## src/rtl/ahb_arbiter.sv

```systemverilog
`default_nettype none
// ============================================================================
// Module   : ahb_arbiter
// Desc     : round-robin AHB bus arbiter with burst-length and lock tracking
// Revision : 1.0 - initial release
// ============================================================================
module ahb_arbiter #(
  parameter int NUM_MASTERS    = 4,
  parameter int DEFAULT_MASTER = 0
) (
  input  logic                   hclk,
  input  logic                   hreset,
  input  logic [NUM_MASTERS-1:0] hbusreq,
  input  logic [NUM_MASTERS-1:0] hlock,
  input  logic [1:0]             htrans,
  input  logic [2:0]             hburst,
  input  logic                   hready,
  input  logic [1:0]             hresp,
  output logic [NUM_MASTERS-1:0] hgrant,
  output logic [3:0]             hmaster,
  output logic                   hmastlock
);

  localparam logic [1:0] c_trans_nonseq = 2'd2;
  localparam logic [1:0] c_trans_seq    = 2'd3;
  localparam logic [1:0] c_resp_error   = 2'd1;
  localparam logic [3:0] c_default_idx  = 4'(DEFAULT_MASTER);
  localparam logic [NUM_MASTERS-1:0] c_one         = {{(NUM_MASTERS-1){1'b0}}, 1'b1};
  localparam logic [NUM_MASTERS-1:0] c_reset_grant = c_one << DEFAULT_MASTER;

  typedef enum logic [1:0] {
    ST_ARB    = 2'd0,
    ST_BURST  = 2'd1,
    ST_LOCKED = 2'd2
  } state_t;

  state_t                   r_state;
  state_t                   w_state_nxt;
  logic [NUM_MASTERS-1:0]   r_grant;
  logic [NUM_MASTERS-1:0]   w_grant_nxt;
  logic [3:0]               r_master;
  logic                     r_mastlock;
  logic [4:0]               r_beats;
  logic [4:0]               w_beats_nxt;
  logic [3:0]               w_grant_idx;
  logic [3:0]               w_sel_idx;
  logic                     w_owner_lock;
  logic                     w_arb_en;

  assign w_owner_lock = |(hlock & r_grant);

  always_comb begin
    w_beats_nxt = r_beats;
    case (htrans)
      c_trans_nonseq: begin
        case (hburst)
          3'd2, 3'd3: w_beats_nxt = 5'd3;
          3'd4, 3'd5: w_beats_nxt = 5'd7;
          3'd6, 3'd7: w_beats_nxt = 5'd15;
          default:    w_beats_nxt = 5'd0;
        endcase
      end
      c_trans_seq: w_beats_nxt = (r_beats == 5'd0) ? 5'd0 : r_beats - 5'd1;
      default:     w_beats_nxt = r_beats;
    endcase
    // An error response abandons the burst regardless of transfer type
    if (hresp == c_resp_error) w_beats_nxt = 5'd0;
  end

  assign w_arb_en = hready && (w_beats_nxt == 5'd0) && !w_owner_lock;

  always_comb begin
    w_grant_idx = 4'd0;
    for (int i = 0; i < NUM_MASTERS; i++) begin
      if (r_grant[i]) w_grant_idx = 4'(i);
    end
  end

  // Two descending passes: lowest requester at or below the owner first, then
  // lowest requester above the owner overrides, giving search order owner+1..owner.
  always_comb begin
    w_sel_idx = c_default_idx;
    for (int j = NUM_MASTERS - 1; j >= 0; j--) begin
      if (hbusreq[j] && (4'(j) <= w_grant_idx)) w_sel_idx = 4'(j);
    end
    for (int j = NUM_MASTERS - 1; j >= 0; j--) begin
      if (hbusreq[j] && (4'(j) > w_grant_idx)) w_sel_idx = 4'(j);
    end
    w_grant_nxt = c_one << w_sel_idx;
  end

  always_comb begin
    w_state_nxt = r_state;
    case (r_state)
      ST_ARB: begin
        if (w_beats_nxt != 5'd0)  w_state_nxt = ST_BURST;
        else if (w_owner_lock)    w_state_nxt = ST_LOCKED;
      end
      ST_BURST: begin
        if (w_beats_nxt == 5'd0)  w_state_nxt = w_owner_lock ? ST_LOCKED : ST_ARB;
      end
      ST_LOCKED: begin
        if (!w_owner_lock && (w_beats_nxt == 5'd0)) w_state_nxt = ST_ARB;
      end
      default: w_state_nxt = ST_ARB;
    endcase
  end

  always_ff @(posedge hclk or posedge hreset) begin
    if (hreset) begin
      r_grant    <= c_reset_grant;
      r_master   <= c_default_idx;
      r_mastlock <= 1'b0;
      r_beats    <= 5'd0;
      r_state    <= ST_ARB;
    end else if (hready) begin
      r_beats    <= w_beats_nxt;
      r_master   <= w_grant_idx;
      r_mastlock <= w_owner_lock;
      r_state    <= w_state_nxt;
      if (w_arb_en) r_grant <= w_grant_nxt;
    end
  end

  assign hgrant    = r_grant;
  assign hmaster   = r_master;
  assign hmastlock = r_mastlock;

endmodule
`default_nettype wire

```

## config.mk

```make
export PLATFORM = sky130hd
export DESIGN_NAME = ahb_arbiter
export DESIGN_NICKNAME = d
export VERILOG_FILES = /design/src/rtl/ahb_arbiter.sv
export SDC_FILE = /design/constraint.sdc
export NUM_CORES = 1
export LEC_CHECK = 0
export CAP_MARGIN = 10
export CORE_ASPECT_RATIO = 1.1
export CORE_MARGIN = 2
export CORE_UTILIZATION = 51
export CTS_BUF_LIST = sky130_fd_sc_hd__clkbuf_4
export CTS_CLUSTER_DIAMETER = 120
export DETAILED_ROUTE_END_ITERATION = 8
export GPL_TIMING_DRIVEN = 1
export HOLD_SLACK_MARGIN = 0.12
export PLACE_DENSITY_LB_ADDON = 0.12
export SYNTH_ARGS = -nofsm -noshare
export SYNTH_HDL_FRONTEND = slang
export SYNTH_SLANG_ARGS = --single-unit
```

## constraint.sdc

```tcl
create_clock -name hclk -period 3.4 [get_ports hclk]
set_clock_uncertainty 0.1 [all_clocks]
set_input_delay 0.68 -clock hclk [delete_from_list [all_inputs] [get_ports hclk]]
set_output_delay 0.68 -clock hclk [all_outputs]
set_load 0.01 [all_outputs]
```

==> summary.txt <==
Status
  • Status: complete, no violations

Die
  • Row count: 15
  • Core area: 1577 um2
  • Die height: 46.87 um
  • Ports: 27
  • Die area: 2014 um2
  • Starting Density: 54.05%
  • Die Width: 42.97 um

Logic synthesis
  • Synth top area share: 32.31%
  • Flops & latches, synth: 12
  • Xor and xnor area share after synthesis: 0%
  • Largest family of logic cells by synthesized area: compound AO/OA/AOI/OAI gates
  • Multiplexer area fraction after synthesis: 7.636%
  • Syn Std Cell Area: 852.1 um2
  • Syn Area/Cell: 8.695 um2
  • Simple-gate share of the synthesized area: 19.68%
  • Dominant cell type by area after synthesis: dfrtp_1
  • Post-Synth Adder-Cell Area: 2.937%
  • Post-synthesis compound-gate area fraction: 26.73%
  • Post-Synthesis Cells: 98
  • Yosys cell types: 41
  • Post-synthesis sequential area ratio: 35.39%
  • Leading post-synthesis cells by cell area: dfrtp_1 (32%), mux2_2 (5.3%), a21oi_1 (4.7%)
  • Total number of yosys warnings: 0

Power
  • Sw frac: 38.61%
  • Combinational Power Share: 49.3%
  • Final Power: 0.0006752 W
  • Clock Power Share: 13.5%
  • Pwr/cell area: 604.3 nW/um2
  • Sw Pwr: 0.0002607 W
  • P_leak: 0.4756 nW
  • Internal power: 0.0004145 W
  • Largest vdd supply drop: 0.0004683 V
  • Sequential power share: 37.3%

Timing
  • Max Slew Vio Count: 0
  • Minimum clock period after layout: 2.520 ns
  • RSZ-0062 raised after global routing: no
  • Setup slack after layout: 0.8802 ns
  • Worst hold slack: 0.3861 ns
  • FMAX: 396.9 MHz
  • Setup_tns: 0 ns
  • Fin. Hold Viols: 0
  • # setup viols final: 0
  • Fin crit share: 74.11%

Place
  • Pre-CTS setup slack: 0.5948 ns
  • GPL Wtd Cong: 0.8675
  • Hpwl dp: 1.643 mm
  • Input/output buffers: 23

Worst setup path
  • Slowest cell on crit path: clkdlybuf4s50_1
  • CP Capture Type: register
  • Crit path arrival time: 2.59 ns
  • Worst Path Required: 3.47 ns
  • Worst-path fanout max: 6
  • Reg2reg setup slack: 1.15 ns
  • Max incr delay on CP: 0.48 ns
  • Delay-heaviest family, CP: simple AND/OR/NAND/NOR gates
  • WP buf/inv: 1
  • Startpoint types: input pin
  • Worst-path cell chain: clkdlybuf4s50_1 -> nor2b_1 -> a311oi_1 -> nor4_2 -> o211ai_2 -> mux2_2
  • Crit path kind: in2reg

GRT
  • First-pass GRT wire length: 3.456 mm
  • Antenna violations before repair: 0
  • Grt ovf: 0
  • Pin count of the biggest net entering global routing: 15
  • Global-route usage over all layers: 23.43%
  • Number of global-route vias before repair: 815

CTS
  • Post-CTS Setup Bufs: 0
  • Latest clock arrival within the worst-skew pair: 0.27 ns
  • Num CTS Buffers: 3
  • CTS Hold Bufs: 0
  • CTS root buf: clkbuf_4
  • PostCTS Resize Cnt: 0
  • Sink Count: 12
  • H-tree depth: 1
  • CTS tree: yes
  • Clk buf depth: 2
  • Clk slew on worst S/H paths: 0.08 ns

Final layout
  • Fin nets: 144
  • Util after Layout: 70.87%
  • Area Growth Syn to Fin: 31.13%
  • Commonest non-fill, non-tap cell in the layout: clkdlybuf4s50_1
  • Share of layout cells above drive strength 1: 11.38%
  • Diodes inserted: 0
  • Most frequent cells in the layout: clkdlybuf4s50_1 (23), dfrtp_1 (11), inv_1 (10), a21oi_1 (8), nand2_1 (7)

Worst hold path
  • Hold crit path type: reg2reg

Detailed routing
  • Wirelength per Cell: 15.15 um
  • Average vias per placed instance: 6.057
  • Vias: 848
  • Drt initial violations: 30
  • First-pass detailed-route iteration total: 4
  • Final ANT Viol Nets: 0
  • Drt total wl: 2.121 mm
  • Post-route DRC violation count: 0

Job
  • Max_cap viols: 0
## kinds of logic after synthesis
kind of cell / count (synthesis)
flops: 12
compound gates: 32
other cells: 1
simple gates: 31
buf+inv: 14
mux: 6
fa+ha+maj: 2
## area by class of cell
cell class              instances  area, um2
multi-input cells              73      493.0
flip-flops and latches         12      301.5
well taps                      17      21.27
fillers                       133      459.2
clock inverters                 1      3.754
repair buffers                 24      237.7
inverters                      10      37.54
clock buffers                   3      22.52
## cells in the mapped netlist
library cell,instances
buf_2,1
inv_1,10
a221oi_1,2
buf_4,2
a21oi_1,8
and2b_1,1
a211oi_1,1
or2_2,1
nor3b_1,1
o21a_1,1
a32o_1,1
nor3_1,4
a21o_1,1
a311oi_1,2
nand4b_1,1
o31a_1,1
nand3_1,3
o21ai_0,4
a31oi_1,2
nor4_2,1
a222oi_1,1
nand2_1,7
a31o_2,2
nand2b_1,2
ha_1,2
o211ai_2,1
nor2_1,6
o22a_1,1
and2_1,1
and3_1,1
nor2b_1,1
dfrtp_1,11
mux2_2,4
dfstp_2,1
o31ai_1,2
o2bb2ai_1,1
o22ai_1,1
clkbuf_1,1
mux2i_1,2
conb_1,1
or4b_1,1
## power groups by stage
stage / Sequential (W) / Clock (W) / Combinational, W
after floorplan: 0.000256 / 0 / 0.000189
after global placement: 0.000250 / 0 / 0.000326
after detailed placement: 0.000253 / 0 / 0.000330
after CTS: 0.000251 / 0.0000928 / 0.000334
after global routing: 0.000258 / 0.000103 / 0.000365
final: 0.000252 / 0.0000911 / 0.000333
## flip-flops by register name, indices dropped and copies added, names as in the netlist
signal	count
hgrant	4
hmaster	2
hmastlock	1
r_beats	5
## stage by stage
| stage | cells | instance area, um2 |
|---|---|---|
| CTS | 140 | 1117 |
| detailed placement | 136 | 1091 |
| floorplan | 99 | 855.8 |
| finish | 140 | 1117 |
| global placement | 136 | 1091 |
| global route | 140 | 1117 |
## routing by layer
layer / global-route usage (%) / vias to the layer above / wire [um]
met5: 0 / - / 0
met4: 10.91 / 0 / 13
met3: 4.231 / 2 / 83
met2: 45.15 / 22 / 1156
met1: 25.42 / 407 / 868
li1: - / 417 / -
## worst paths after layout
check	from	to	cells past startpoint
setup / recovery	hresp[0]	hgrant[2]$_DFFE_PP0P_	6
hold / removal	hmastlock$_DFFE_PP0P_	hmastlock$_DFFE_PP0P_	1
setup reg to reg	r_beats[0]$_DFFE_PP0P_	hgrant[2]$_DFFE_PP0P_	7
hold reg to reg	hmastlock$_DFFE_PP0P_	hmastlock$_DFFE_PP0P_	1
max in group asynchronous	hreset	hgrant[0]$_DFFE_PP1P_	2
min in group asynchronous	hreset	hgrant[3]$_DFFE_PP0P_	2
Power figures use the tool's default switching activity.
